### src/rtl/gray_tracker.sv
// -----------------------------------------------------------------------------
// gray_tracker
//
// Purpose:
//   Decodes a reflected-binary Gray code sampled from a gray counter and
//   tracks the counter's motion between accepted samples. Each sample is
//   classified as a hold, a single up-step, a single down-step, or an
//   illegal jump. Wrap-around steps raise sticky Overflow/Underflow flags.
//
// Optional feature:
//   GRAY_STEP_CHECK_EN -- when defined, illegal jumps set the sticky
//   Step_err flag. When undefined, Step_err is tied to 0 and illegal jumps
//   simply resynchronise Binary to the new value.
//
// Parameters:
//   WIDTH      Gray code width in bits (2..8)
//
// Ports:
//   Clk        in   clock, rising edge
//   Reset_n    in   asynchronous active-low reset
//   En         in   sample strobe; Gray_in is captured when high
//   Clr        in   synchronous clear of flags and tracking state (wins over En)
//   Gray_in    in   [WIDTH-1:0] Gray code input
//   Binary     out  [WIDTH-1:0] registered binary value of the last sample
//   Valid      out  one-cycle pulse after each accepted sample
//   Dir        out  direction of the last legal nonzero step (1=up, 0=down)
//   Overflow   out  sticky: up-step from all-ones to zero
//   Underflow  out  sticky: down-step from zero to all-ones
//   Step_err   out  sticky: illegal (non-adjacent) step
// -----------------------------------------------------------------------------
module gray_tracker #(
  parameter int WIDTH = 3
) (
  input  logic             Clk,
  input  logic             Reset_n,
  input  logic             En,
  input  logic             Clr,
  input  logic [WIDTH-1:0] Gray_in,
  output logic [WIDTH-1:0] Binary,
  output logic             Valid,
  output logic             Dir,
  output logic             Overflow,
  output logic             Underflow,
  output logic             Step_err
);

  localparam logic [WIDTH-1:0] MAX_VAL = {WIDTH{1'b1}};
  localparam logic [WIDTH-1:0] ONE_VAL = {{(WIDTH-1){1'b0}}, 1'b1};
  localparam logic [WIDTH-1:0] ZERO_VAL = '0;

  typedef enum logic {
    EMPTY = 1'b0,
    TRACK = 1'b1
  } state_t;

  // MSB passes through; each lower bit is the XOR of all Gray bits at or above it.
  function automatic logic [WIDTH-1:0] gray2bin(input logic [WIDTH-1:0] g);
    logic [WIDTH-1:0] b;
    b[WIDTH-1] = g[WIDTH-1];
    for (int i = WIDTH - 2; i >= 0; i--) begin
      b[i] = b[i+1] ^ g[i];
    end
    return b;
  endfunction

  state_t           r_state, w_state_nxt;
  logic [WIDTH-1:0] r_bin, w_bin_nxt;
  logic             r_valid, w_valid_nxt;
  logic             r_dir, w_dir_nxt;
  logic             r_ovf, w_ovf_nxt;
  logic             r_unf, w_unf_nxt;
  logic [WIDTH-1:0] w_new_bin;
  logic [WIDTH-1:0] w_delta;
`ifdef GRAY_STEP_CHECK_EN
  logic             r_err, w_err_nxt;
`endif

  assign w_new_bin = gray2bin(Gray_in);
  // Modular distance from the held value; wraps naturally at WIDTH bits.
  assign w_delta   = w_new_bin - r_bin;

  always_ff @(posedge Clk or negedge Reset_n) begin
    if (!Reset_n) begin
      r_state <= EMPTY;
      r_bin   <= '0;
      r_valid <= 1'b0;
      r_dir   <= 1'b0;
      r_ovf   <= 1'b0;
      r_unf   <= 1'b0;
`ifdef GRAY_STEP_CHECK_EN
      r_err   <= 1'b0;
`endif
    end else begin
      r_state <= w_state_nxt;
      r_bin   <= w_bin_nxt;
      r_valid <= w_valid_nxt;
      r_dir   <= w_dir_nxt;
      r_ovf   <= w_ovf_nxt;
      r_unf   <= w_unf_nxt;
`ifdef GRAY_STEP_CHECK_EN
      r_err   <= w_err_nxt;
`endif
    end
  end

  always_comb begin
    w_state_nxt = r_state;
    w_bin_nxt   = r_bin;
    w_valid_nxt = 1'b0;
    w_dir_nxt   = r_dir;
    w_ovf_nxt   = r_ovf;
    w_unf_nxt   = r_unf;
`ifdef GRAY_STEP_CHECK_EN
    w_err_nxt   = r_err;
`endif
    if (Clr) begin
      // Clear drops any coincident sample; Binary is deliberately kept.
      w_state_nxt = EMPTY;
      w_dir_nxt   = 1'b0;
      w_ovf_nxt   = 1'b0;
      w_unf_nxt   = 1'b0;
`ifdef GRAY_STEP_CHECK_EN
      w_err_nxt   = 1'b0;
`endif
    end else if (En) begin
      w_valid_nxt = 1'b1;
      if (r_state == EMPTY) begin
        // First sample after reset/clear is a reference only.
        w_bin_nxt   = w_new_bin;
        w_state_nxt = TRACK;
      end else if (w_delta == ZERO_VAL) begin
        w_bin_nxt = r_bin;
      end else if (w_delta == ONE_VAL) begin
        w_bin_nxt = w_new_bin;
        w_dir_nxt = 1'b1;
        if (r_bin == MAX_VAL) w_ovf_nxt = 1'b1;
      end else if (w_delta == MAX_VAL) begin
        w_bin_nxt = w_new_bin;
        w_dir_nxt = 1'b0;
        if (r_bin == ZERO_VAL) w_unf_nxt = 1'b1;
      end else begin
        // Non-adjacent jump: resync to the new value, direction untouched.
        w_bin_nxt = w_new_bin;
`ifdef GRAY_STEP_CHECK_EN
        w_err_nxt = 1'b1;
`endif
      end
    end
  end

  assign Binary    = r_bin;
  assign Valid     = r_valid;
  assign Dir       = r_dir;
  assign Overflow  = r_ovf;
  assign Underflow = r_unf;
`ifdef GRAY_STEP_CHECK_EN
  assign Step_err  = r_err;
`else
  assign Step_err  = 1'b0;
`endif

endmodule

### config.mk
export PLATFORM = sky130hd
export DESIGN_NAME = gray_tracker
export DESIGN_NICKNAME = d
export VERILOG_FILES = /design/src/rtl/gray_tracker.sv
export SDC_FILE = /design/constraint.sdc
export NUM_CORES = 1
export LEC_CHECK = 0
export ABC_AREA = 0
export CORE_AREA = 3 3 40 42
export CTS_CLUSTER_DIAMETER = 200
export CTS_CLUSTER_SIZE = 20
export DETAILED_ROUTE_END_ITERATION = 6
export DIE_AREA = 0 0 43 45
export DONT_BUFFER_PORTS = 1
export PLACE_DENSITY = 0.48
export REMOVE_ABC_BUFFERS = 1
export SYNTH_ARGS = -nofsm -noshare
export SYNTH_HDL_FRONTEND = slang
export SYNTH_SLANG_ARGS = --single-unit
### constraint.sdc
create_clock -name Clk -period 2.25 [get_ports Clk]
set_input_delay 0.45 -clock Clk [delete_from_list [all_inputs] [get_ports Clk]]
set_output_delay 0.45 -clock Clk [all_outputs]
set_load 0.1 [all_outputs]
==> impl_metrics.json <==
{
  "status": "finished clean",
  "cp-end-kind": "flop",
  "min_period_over_period": 0.948,
  "clk_latency_ns": 0.25,
  "post-route-drc-count": 0,
  "r2r_cells": 5,
  "die_y_microns": 45,
  "tritoncts": "built",
  "root_buffer": "clkbuf_4",
  "fmax_mhz": 469,
  "seqCellArea_sq_um": 200,
  "worstPathArrival_ns": 2.26,
  "drt_iter0_drc": 6,
  "syn2layout_area_growth_pct": 25.1,
  "power_frac_seq": 0.297,
  "setup-violations-final": 0,
  "synthArstFlopShare": 1.00,
  "synth_common_cells": "dfrtp_1 (8), nor2_1 (6)",
  "vias_per_cell": 5.06,
  "cts_sinks": 8,
  "wl_microns": 951,
  "vias": 319,
  "die_width_microns": 43,
  "clk_pin_slew_ns": 0.06,
  "setup_slack_ns": 0.117,
  "place_congestion": 0.740,
  "cts_setup_buffers": 0,
  "intPower_mw": 0.323,
  "htreeDepth": 1,
  "maxCapViolCount": 0,
  "cp-start-kind": "primary input",
  "p_clk_frac": 0.182,
  "overflow": 0,
  "ir_drop_v": 0.000409,
  "fin_skew_ns": 0.0107,
  "post-route-min-period_ns": 2.13,
  "rr_startpoint": "Binary[0]",
  "ant_nets": 0,
  "postSynthCellCount": 38,
  "hold_class": "in -> reg",
  "grt_pass1_vias": 335,
  "wl_per_cell_microns": 15.1,
  "pre_cts_ws_ns": -0.213,
  "n_fill_cell": 121,
  "swShare": 0.461,
  "p_per_area_mw_per_mm2": 1080,
  "path_class": "in -> reg",
  "start_util": 0.346,
  "reg2reg_to": "Dir",
  "synth_seq_cells": 8,
  "diodes": 0,
  "switchingPower_mw": 0.276,
  "dieArea_sq_mm": 0.00194,
  "grtUsageTotal": 0.118,
  "core_area_sq_mm": 0.00128,
  "final_nets": 59,
  "layout-drive-gt1-share": 0.313,
  "cts_buffer_depth": 2,
  "grt_pass1_wl_microns": 1600,
  "synth_edf_count": 0,
  "syn_area_sq_um": 444,
  "p_comb_frac": 0.521,
  "synth.most_common_cell": "dfrtp_1",
  "hold_path_depth": 1,
  "avgSynthCellArea_sq_um": 11.7,
  "dr.pass1.iters": 4,
  "worstMarginPinSlew_ns": 0.899,
  "synth_top_area_cell": "dfrtp_1",
  "synth.yosys.seq_area_share": 0.451,
  "slew_viol_final": 0,
  "synthTopCellsByArea": "dfrtp_1 (45%), mux2_4 (6.8%), nor2_1 (5.1%)",
  "netlist.area_leader.share": 0.451,
  "tritoncts.num_buffers": 3,
  "cp.required_ns": 2.38,
  "rrSetupSlack_ns": 0.28,
  "synthFlopType": "dfrtp_1",
  "yosys_warnings": 0,
  "grt_max_degree": 9,
  "synth.distinct_cells": 21,
  "port_buffers": 0,
  "min_to": "r_state",
  "antenna_found_initial": 0,
  "num_io_pins": 15,
  "p_leak_nw": 0.284,
  "rows": 13,
  "multi_input_comb_area_sq_um": 244,
  "max_slew_margin": 0.400,
  "rsz0062_at_grt": "false",
  "crit_fanout": 5,
  "min-delay-start": "Clr",
  "power.total_mw": 0.599,
  "hold_viol_final": 0
}
## layer usage
metal | vias up | track usage | wire [microns]
met5 | - | 0 | 0
met4 | 0 | 0.0723 | 12
met3 | 2 | 0.0558 | 95
met2 | 15 | 0.174 | 464
met1 | 151 | 0.140 | 378
li1 | 151 | - | -
## critical path, cell delays in order
cell and delay, ns:
xor2_2 0.23, xnor2_2 0.15, ha_1 0.20, fa_1 0.47
or4bb_1 0.53, a21oi_1 0.16, nor4_1 0.06
## flip-flops by register name, summed over array words and instances (netlist names)
name	count
Binary	3
Dir	1
Overflow	1
Underflow	1
Valid	1
r_state	1
## cells by family after synthesis
family                   synth area share
AO/OA/AOI/OAI                      0.0620
XOR/XNOR                            0.110
adder cells (fa/ha/maj)            0.0732
buffers and inverters              0.0338
flip-flops                          0.451
multiplexers                       0.0901
other                             0.00844
AND/OR/NAND/NOR                     0.172
## area by class of cell
class	instances	share of cell area
Timing Repair Buffer	8	0.113
Sequential cell	8	0.360
Multi-Input combinational cell	27	0.439
Clock buffer	3	0.0405
Tap cell	15	0.0338
Inverter	2	0.0135
## layout by cell type, fill, tap and decap left out, drive strengths merged
| cell | count |
|---|---|
| dfrtp | 8 |
| buf | 7 |
| nor2 | 6 |
| clkbuf | 3 |
| inv | 2 |
| nor4 | 2 |
| a31oi | 2 |
| mux2 | 2 |
| xor2 | 2 |
| xnor2 | 1 |
| nor2b | 1 |
| or4bb | 1 |
| xnor3 | 1 |
| a21oi | 1 |
| and3b | 1 |
| and4 | 1 |
| and3 | 1 |
| a21bo | 1 |
| mux2i | 1 |
| fa | 1 |
| ha | 1 |
| conb | 1 |
| dlygate4sd3 | 1 |
## metrics by stage
stage	TNS (ns)	utilization	hold slack [ns]	cell area, sq um	instances
after global routing	0	0.432	0.240	556	63
after floorplan	-0.832	-	0.154	437	37
after CTS	0	0.421	0.245	541	63
after global placement	-0.528	0.395	0.155	508	59
after detailed placement	-0.666	0.395	0.155	508	59
final	0	0.432	0.250	556	63
## power by group through the flow
stage | registers (mW) | logic, mW | clock network [mW]
2_1_floorplan | 0.306 | 0.114 | 0
3_3_place_gp | 0.179 | 0.301 | 0
3_5_place_dp | 0.180 | 0.309 | 0
4_1_cts | 0.178 | 0.314 | 0.113
5_1_grt | 0.180 | 0.343 | 0.121
6_report | 0.178 | 0.312 | 0.109
## what timing repair did
action                                  4_1_cts  5_1_grt
endpoints found under the setup margin        0        4
gates resized for setup                       0        2
hold endpoints to repair                      8        0
hold buffers                                  1        0
## worst max path at each step
stage                           from         to  slack, ns  cells after the start
after detailed placement  Gray_in[2]        Dir      -0.21                      7
final                     Gray_in[2]        Dir       0.12                      7
after global placement    Gray_in[2]  Binary[2]      -0.14                      7
after global routing      Gray_in[2]        Dir     0.0004                      7
after floorplan            Binary[0]        Dir      -0.26                      5
after CTS                 Gray_in[2]        Dir       0.04                      7
Note: power is estimated with default switching activity, not from simulation.
